File: config.mk
export PLATFORM = sky130hd
export DESIGN_NAME = cache_arbiter
export DESIGN_NICKNAME = d
export VERILOG_FILES = /design/src/rtl/cache_arbiter.sv
export SDC_FILE = /design/constraint.sdc
export NUM_CORES = 1
export LEC_CHECK = 0
export BUFFER_PORTS_ARGS = -buffer_cell sky130_fd_sc_hd__buf_4
export CORE_AREA = 4 4 269 271
export CTS_CLUSTER_DIAMETER = 40
export DETAILED_ROUTE_END_ITERATION = 10
export DIE_AREA = 0 0 273 275
export PLACE_DENSITY_LB_ADDON = 0.12
export SYNTH_ARGS = -nofsm -noshare
export SYNTH_HDL_FRONTEND = slang
export SYNTH_SLANG_ARGS = --single-unit
File: constraint.sdc
create_clock -name clk -period 4.02 [get_ports clk]
set_input_delay 0.804 -clock clk [delete_from_list [all_inputs] [get_ports clk]]
set_output_delay 0.804 -clock clk [all_outputs]
set_load 0.05 [all_outputs]
File: src/rtl/cache_arbiter.sv
// Arbitrates the shared L2 port between the L1 I-cache and D-cache, one line transaction at a time.
// Ties alternate between the two sides; the L2 request is registered and the response is routed back.
module cache_arbiter #(
  parameter int ADDR_W = 16,
  parameter int LINE_W = 128
) (
  input  logic              clk,
  input  logic              reset,
  input  logic              i_mem_read,
  input  logic [ADDR_W-1:0] i_mem_address,
  output logic [LINE_W-1:0] i_mem_rdata,
  output logic              i_mem_resp,
  input  logic              d_mem_read,
  input  logic              d_mem_write,
  input  logic [ADDR_W-1:0] d_mem_address,
  input  logic [LINE_W-1:0] d_mem_wdata,
  output logic [LINE_W-1:0] d_mem_rdata,
  output logic              d_mem_resp,
  output logic              l2_read,
  output logic              l2_write,
  output logic [ADDR_W-1:0] l2_address,
  output logic [LINE_W-1:0] l2_wdata,
  input  logic [LINE_W-1:0] l2_rdata,
  input  logic              l2_resp
);

  typedef enum logic [1:0] {IDLE, SERVE_I, SERVE_D} state_t;

  state_t state;
  logic   last_d;
  logic   d_req, i_req, grant_d, grant_i;

  // D wins unless I is also asking and D was the previous winner
  always_comb begin
    d_req   = d_mem_read | d_mem_write;
    i_req   = i_mem_read;
    grant_d = d_req & (~i_req | ~last_d);
    grant_i = i_req & ~grant_d;
  end

  always_ff @(posedge clk) begin
    if (reset) begin
      state      <= IDLE;
      last_d     <= 1'b0;
      l2_read    <= 1'b0;
      l2_write   <= 1'b0;
      l2_address <= '0;
      l2_wdata   <= '0;
    end else begin
      case (state)
        IDLE: begin
          if (grant_d) begin
            state      <= SERVE_D;
            last_d     <= 1'b1;
            l2_address <= d_mem_address;
            l2_wdata   <= d_mem_wdata;
            l2_write   <= d_mem_write;
            l2_read    <= ~d_mem_write;
          end else if (grant_i) begin
            state      <= SERVE_I;
            last_d     <= 1'b0;
            l2_address <= i_mem_address;
            l2_read    <= 1'b1;
            l2_write   <= 1'b0;
          end
        end
        SERVE_I, SERVE_D: begin
          if (l2_resp) begin
            state    <= IDLE;
            l2_read  <= 1'b0;
            l2_write <= 1'b0;
          end
        end
        default: state <= IDLE;
      endcase
    end
  end

  always_comb begin
    i_mem_resp  = (state == SERVE_I) & l2_resp;
    d_mem_resp  = (state == SERVE_D) & l2_resp;
    i_mem_rdata = l2_rdata;
    d_mem_rdata = l2_rdata;
  end

endmodule

After elaboration in Yosys (flattened, before gate mapping)
Index checks and enable logic that the tools add are counted.
{ "totals": {"regBits": 149, "inputBits": 294, "output_inout_bits": 404, "word_cells": 42} }
{ "op_classes": {"eq_ne": 4, "mux": 14, "bitwise": 10, "n_reduce_logical": 8} }
{ "ops": {"columns": ["cell", "count"], "rows": [
  ["16-bit 2-to-1 mux", 2],
  ["1-bit 2-to-1 mux", 6],
  ["2-bit 2-to-1 mux", 3],
  ["2-bit AND reduction", 3],
  ["1-bit bitwise AND", 4],
  ["1-bit inverter", 4],
  ["1-bit one-hot mux with 2 select lines", 2],
  ["2-bit one-hot mux with 2 select lines", 1],
  ["2-bit nonzero test", 2],
  ["3-bit != test, second input constant", 1],
  ["3-bit AND reduction", 1],
  ["2-bit by 1-bit equality test with 1-bit output, second input constant", 1],
  ["2-bit equality test, second input constant", 1],
  ["2-bit zero test", 1],
  ["2-bit != test, second input constant", 1],
  ["1-bit bitwise OR", 2],
  ["2-bit OR reduction", 1]
]} }

Longest topological paths before layout
{ "logic_depth": {"depth_word": 8, "depth_mapped": 8, "ltp_nobuf": 5} }

Least setup slack after synthesis
No wires, ideal clock.
{ "synth_path": {"path_kind": "input port to output port", "from": "in l2_resp", "to": "out d_mem_resp", "t_arrival_ps": 1216, "required_ps": 3216, "slack_ps": 2000, "path_stages": 1, "path_buffers": 0, "path_cell_list": "and2_1"} }
{ "synth_via": {"elab_chain_len": 1} }
{ "synth_rtl": {"columns": ["element", "line", "source"], "rows": [
  ["from (decl)", "24", "input logic l2_resp"],
  ["1-bit bitwise AND", "81", "d_mem_resp = (state == SERVE_D) & l2_resp;"],
  ["to (decl)", "18", "output logic d_mem_resp,"]
]} }
No other way between the ends.

Worst setup path in the final report
{ "layout_path": {"from": "reg state[1]", "to": "out i_mem_resp"} }
{ "layout_via": {"elab_chain_len": 2} }
{ "layout_rtl": {"columns": ["element", "line", "source"], "rows": [
  ["from (decl)", "29", "state_t state;"],
  ["from (signal assigned)", "43", "state <= IDLE;"],
  ["from (signal assigned)", "53", "state <= SERVE_D;"],
  ["from (signal assigned)", "60", "state <= SERVE_I;"],
  ["2-bit by 1-bit equality test with 1-bit output", "80", "i_mem_resp = (state == SERVE_I) & l2_resp;"],
  ["1-bit bitwise AND", "80", null],
  ["to (decl)", "12", "output logic i_mem_resp,"]
]} }
No other way between the ends.

==> flow_metrics.py <==
metrics = {
    "global_routing": {
        "use_met3_pct": 4.300,
        "grt_pass1_vias": 6666,
        "grt.met1_usage_pct": 9.307,
        "antenna_found_initial": 0,
        "gr-total-overflow": 0,
        "grt_use_met2_pct": 12.69,
        "grt_pass1_wl_um": 46930,
        "grt_start_max_net_pins": 81,
        "grt.total_usage_pct": 8.437,
        "globalRoute.busiestLayer": "met2",
    },
    "sta": {
        "relSlewSlack_pct": 36.78,
        "hold_viol_final": 0,
        "setup_viol": 0,
        "grt_setup_unrepaired": "no",
        "slew_viol_final": 0,
        "timing.final.crit_share_pct": 55.78,
        "clock_skew_ns": 0.01996,
        "hold_slack_ns": 0.4727,
        "worst_pin_slew_ns": 0.9483,
        "fin_ws_ns": 1.778,
        "setup-tns-final_ns": 0,
        "post-route-min-period_ns": 2.242,
        "clock.fmax_mhz": 446.0,
    },
    "critical_path": {
        "crit_slowest_cell": "dfxtp_1",
        "rr_endpoint": "l2_read$_SDFFE_PP0P_",
        "r2r_setup_slack_ns": 1.85,
        "reg2regPathDepth": 5,
        "critPathLaunchType": "flip-flop",
        "path_cells": "inv_1 > ha_1 > and2_1 > buf_4",
        "critPathCapture": "i_mem_resp",
        "worst_ep_required_time_ns": 3.22,
        "worstPathArrival_ns": 1.44,
        "endpoint_kind": "primary output",
        "critical_path_peak_fanout": 3,
        "reg2reg_from": "state[0]$_SDFFE_PP0P_",
        "crit_type": "reg2out",
        "startpoint": "state[1]$_SDFFE_PP0P_",
        "slowest_delay_ns": 0.37,
    },
    "place": {
        "port-buffer-count": 313,
        "dpl.cell_count": 1892,
        "dp_hpwl_um": 22470,
        "pre_cts_slack_ns": 1.585,
        "place_area_um2": 9168,
        "gp_congestion": 0.6354,
    },
    "clock_network": {
        "cts_setup_buffers": 0,
        "clockBufferDepth": 2,
        "htree_levels": 4,
        "tritoncts": "done",
        "clk_latency_ns": 0.49,
        "clk_pin_slew_ns": 0.06,
        "clockRootBuffer": "clkbuf_16",
        "hold_buffers": 0,
        "cts_made_buffers": 17,
        "cts_sinks": 149,
        "cts-resized-gates": 0,
    },
    "final_layout": {
        "layout-drive-gt1-share_pct": 36.52,
        "post-route-util_pct": 13.95,
        "nNetsFinal": 1268,
        "fill_cells": 8028,
        "multiInputGateArea_um2": 2487,
        "fin_cells": 1923,
        "finalInstanceArea_um2": 9736,
        "synthToLayoutAreaGrowth_pct": 25.68,
        "seq_area_um2": 2983,
        "diodes": 0,
    },
    "yosys": {
        "synth_edf_count": 0,
        "synth_top_family_by_area": "buffers and inverters",
        "synth-simple-area-share_pct": 11.55,
        "yosys.cell_count.top_type": "buf_4",
        "synth_cells": 965,
        "synth_adder_area_share_pct": 0.4846,
        "synth_top_area_share_pct": 38.51,
        "synth-seq-cells": 149,
        "synthMuxAreaShare_pct": 0,
        "ys_types": 25,
        "synth_xor_area_share_pct": 0,
        "synth_compound_area_share_pct": 19.75,
        "synth_top_cell_by_area": "dfxtp_1",
        "yosys-top-cells-area": "dfxtp_1 (39%), buf_4 (25%), a21oi_1 (8.6%)",
        "synth_flop_cell": "dfxtp_1",
        "ys_async_sr_fraction_pct": 0,
        "ys_warn_count": 0,
        "syn_area_per_cell_um2": 8.027,
        "synth_nets": 1262,
        "syn_area_um2": 7746,
        "synth_common_cells": "buf_4 (261), dfxtp_1 (149), a21oi_1 (133)",
        "yosysSeqAreaShare_pct": 38.51,
    },
    "floorplan": {
        "io_pins": 698,
        "die-area_um2": 75080,
        "coreArea_um2": 69790,
        "chipHeight_um": 275,
        "rows": 97,
        "die_w_um": 273,
        "start_util_pct": 11.10,
    },
    "drt": {
        "routed_wl_um": 33330,
        "vias": 6646,
        "drt_iter0_drc": 255,
        "post_drt_wl_per_cell_um": 17.33,
        "firstDrtPassIters": 5,
        "drcViolationCount": 0,
        "avgViaCountPerCell": 3.456,
        "antenna_left": 0,
    },
    "outcome": {
        "outcome": "finished clean",
    },
    "power_and_ir_drop": {
        "p_total_mw": 5.354,
        "power_density_nw_per_um2": 550.0,
        "vdd_drop_max_mv": 0.2539,
        "leakagePower_nw": 3.862,
    },
    "flow_run": {
        "drv_cap": 0,
    },
    "hold_path": {
        "hold_path_class": "reg2reg",
    },
}
==> final cells by class <==
class	instances	share of cell area [%]
clock buffer	21	4.832
inverter	3	0.1414
tap	940	12.08
timing repair buffer	324	25.75
multi-input combinational	476	25.55
sequential	149	30.64
clock inverter	10	1.002
==> power by group <==
group	internal [mW]	switching, mW	leakage (nW)
logic	0.561	1.36	2.36
clock network	0.901	0.765	0.272
registers	1.67	0.0991	1.23
total	3.13	2.22	3.86
==> cells in the final DEF, fill, tap and decap left out, types with 2 or more instances in the layout <==
master        n
buf_4       318
dfxtp_1     149
a21oi_1     133
nand3_1     130
o21ai_0     130
nand2_1      33
nor2_1       17
clkbuf_16    17
a311oi_1     16
buf_12        6
clkbuf_8      3
clkinvlp_4    3
inv_1         2
and2_1        2
nand2b_1      2
o31ai_1       2
ha_1          2
clkinv_4      2
clkinv_2      2
inv_6         2
==> worst max-delay path, delay by kind of cell (launching register included) <==
family | cells | cell delay [ns]
and+or+nand+nor | 1 | 0.13
DFF | 1 | 0.37
adders and majority gates | 1 | 0.19
buffers and inverters | 2 | 0.29
==> flip-flops by register name, summed over array words and instances, names as in the netlist <==
name / flops
l2_write: 1
last_d: 1
l2_address: 16
l2_wdata: 128
state: 2
l2_read: 1
==> logic make-up after synthesis <==
| logic type | Yosys count |
|---|---|
| buf+inv | 340 |
| compound gates | 285 |
| simple gates | 188 |
| flops | 149 |
| fa+ha+maj | 3 |
==> metal layers <==
layer | wire length [um] | up-vias
li1 | - | 3052
met1 | 13080 | 3133
met2 | 15010 | 337
met3 | 3483 | 122
met4 | 1726 | 2
met5 | 38 | -
==> how the worst min path moves through the flow <==
| stage | slack (ns) | from | endpoint | cells past startpoint |
|---|---|---|---|---|
| 2_1_floorplan | 0.47 | state[1]$_SDFFE_PP0P_ | state[1]$_SDFFE_PP0P_ | 2 |
| 3_3_place_gp | 0.46 | l2_wdata[21]$_SDFFE_PP0P_ | l2_wdata[21]$_SDFFE_PP0P_ | 2 |
| 3_5_place_dp | 0.47 | l2_wdata[75]$_SDFFE_PP0P_ | l2_wdata[75]$_SDFFE_PP0P_ | 2 |
| 4_1_cts | 0.48 | l2_wdata[75]$_SDFFE_PP0P_ | l2_wdata[75]$_SDFFE_PP0P_ | 2 |
| 5_1_grt | 0.49 | l2_wdata[123]$_SDFFE_PP0P_ | l2_wdata[123]$_SDFFE_PP0P_ | 2 |
| 6_report | 0.47 | l2_wdata[75]$_SDFFE_PP0P_ | l2_wdata[75]$_SDFFE_PP0P_ | 2 |
(Power assumes the default switching activity.)
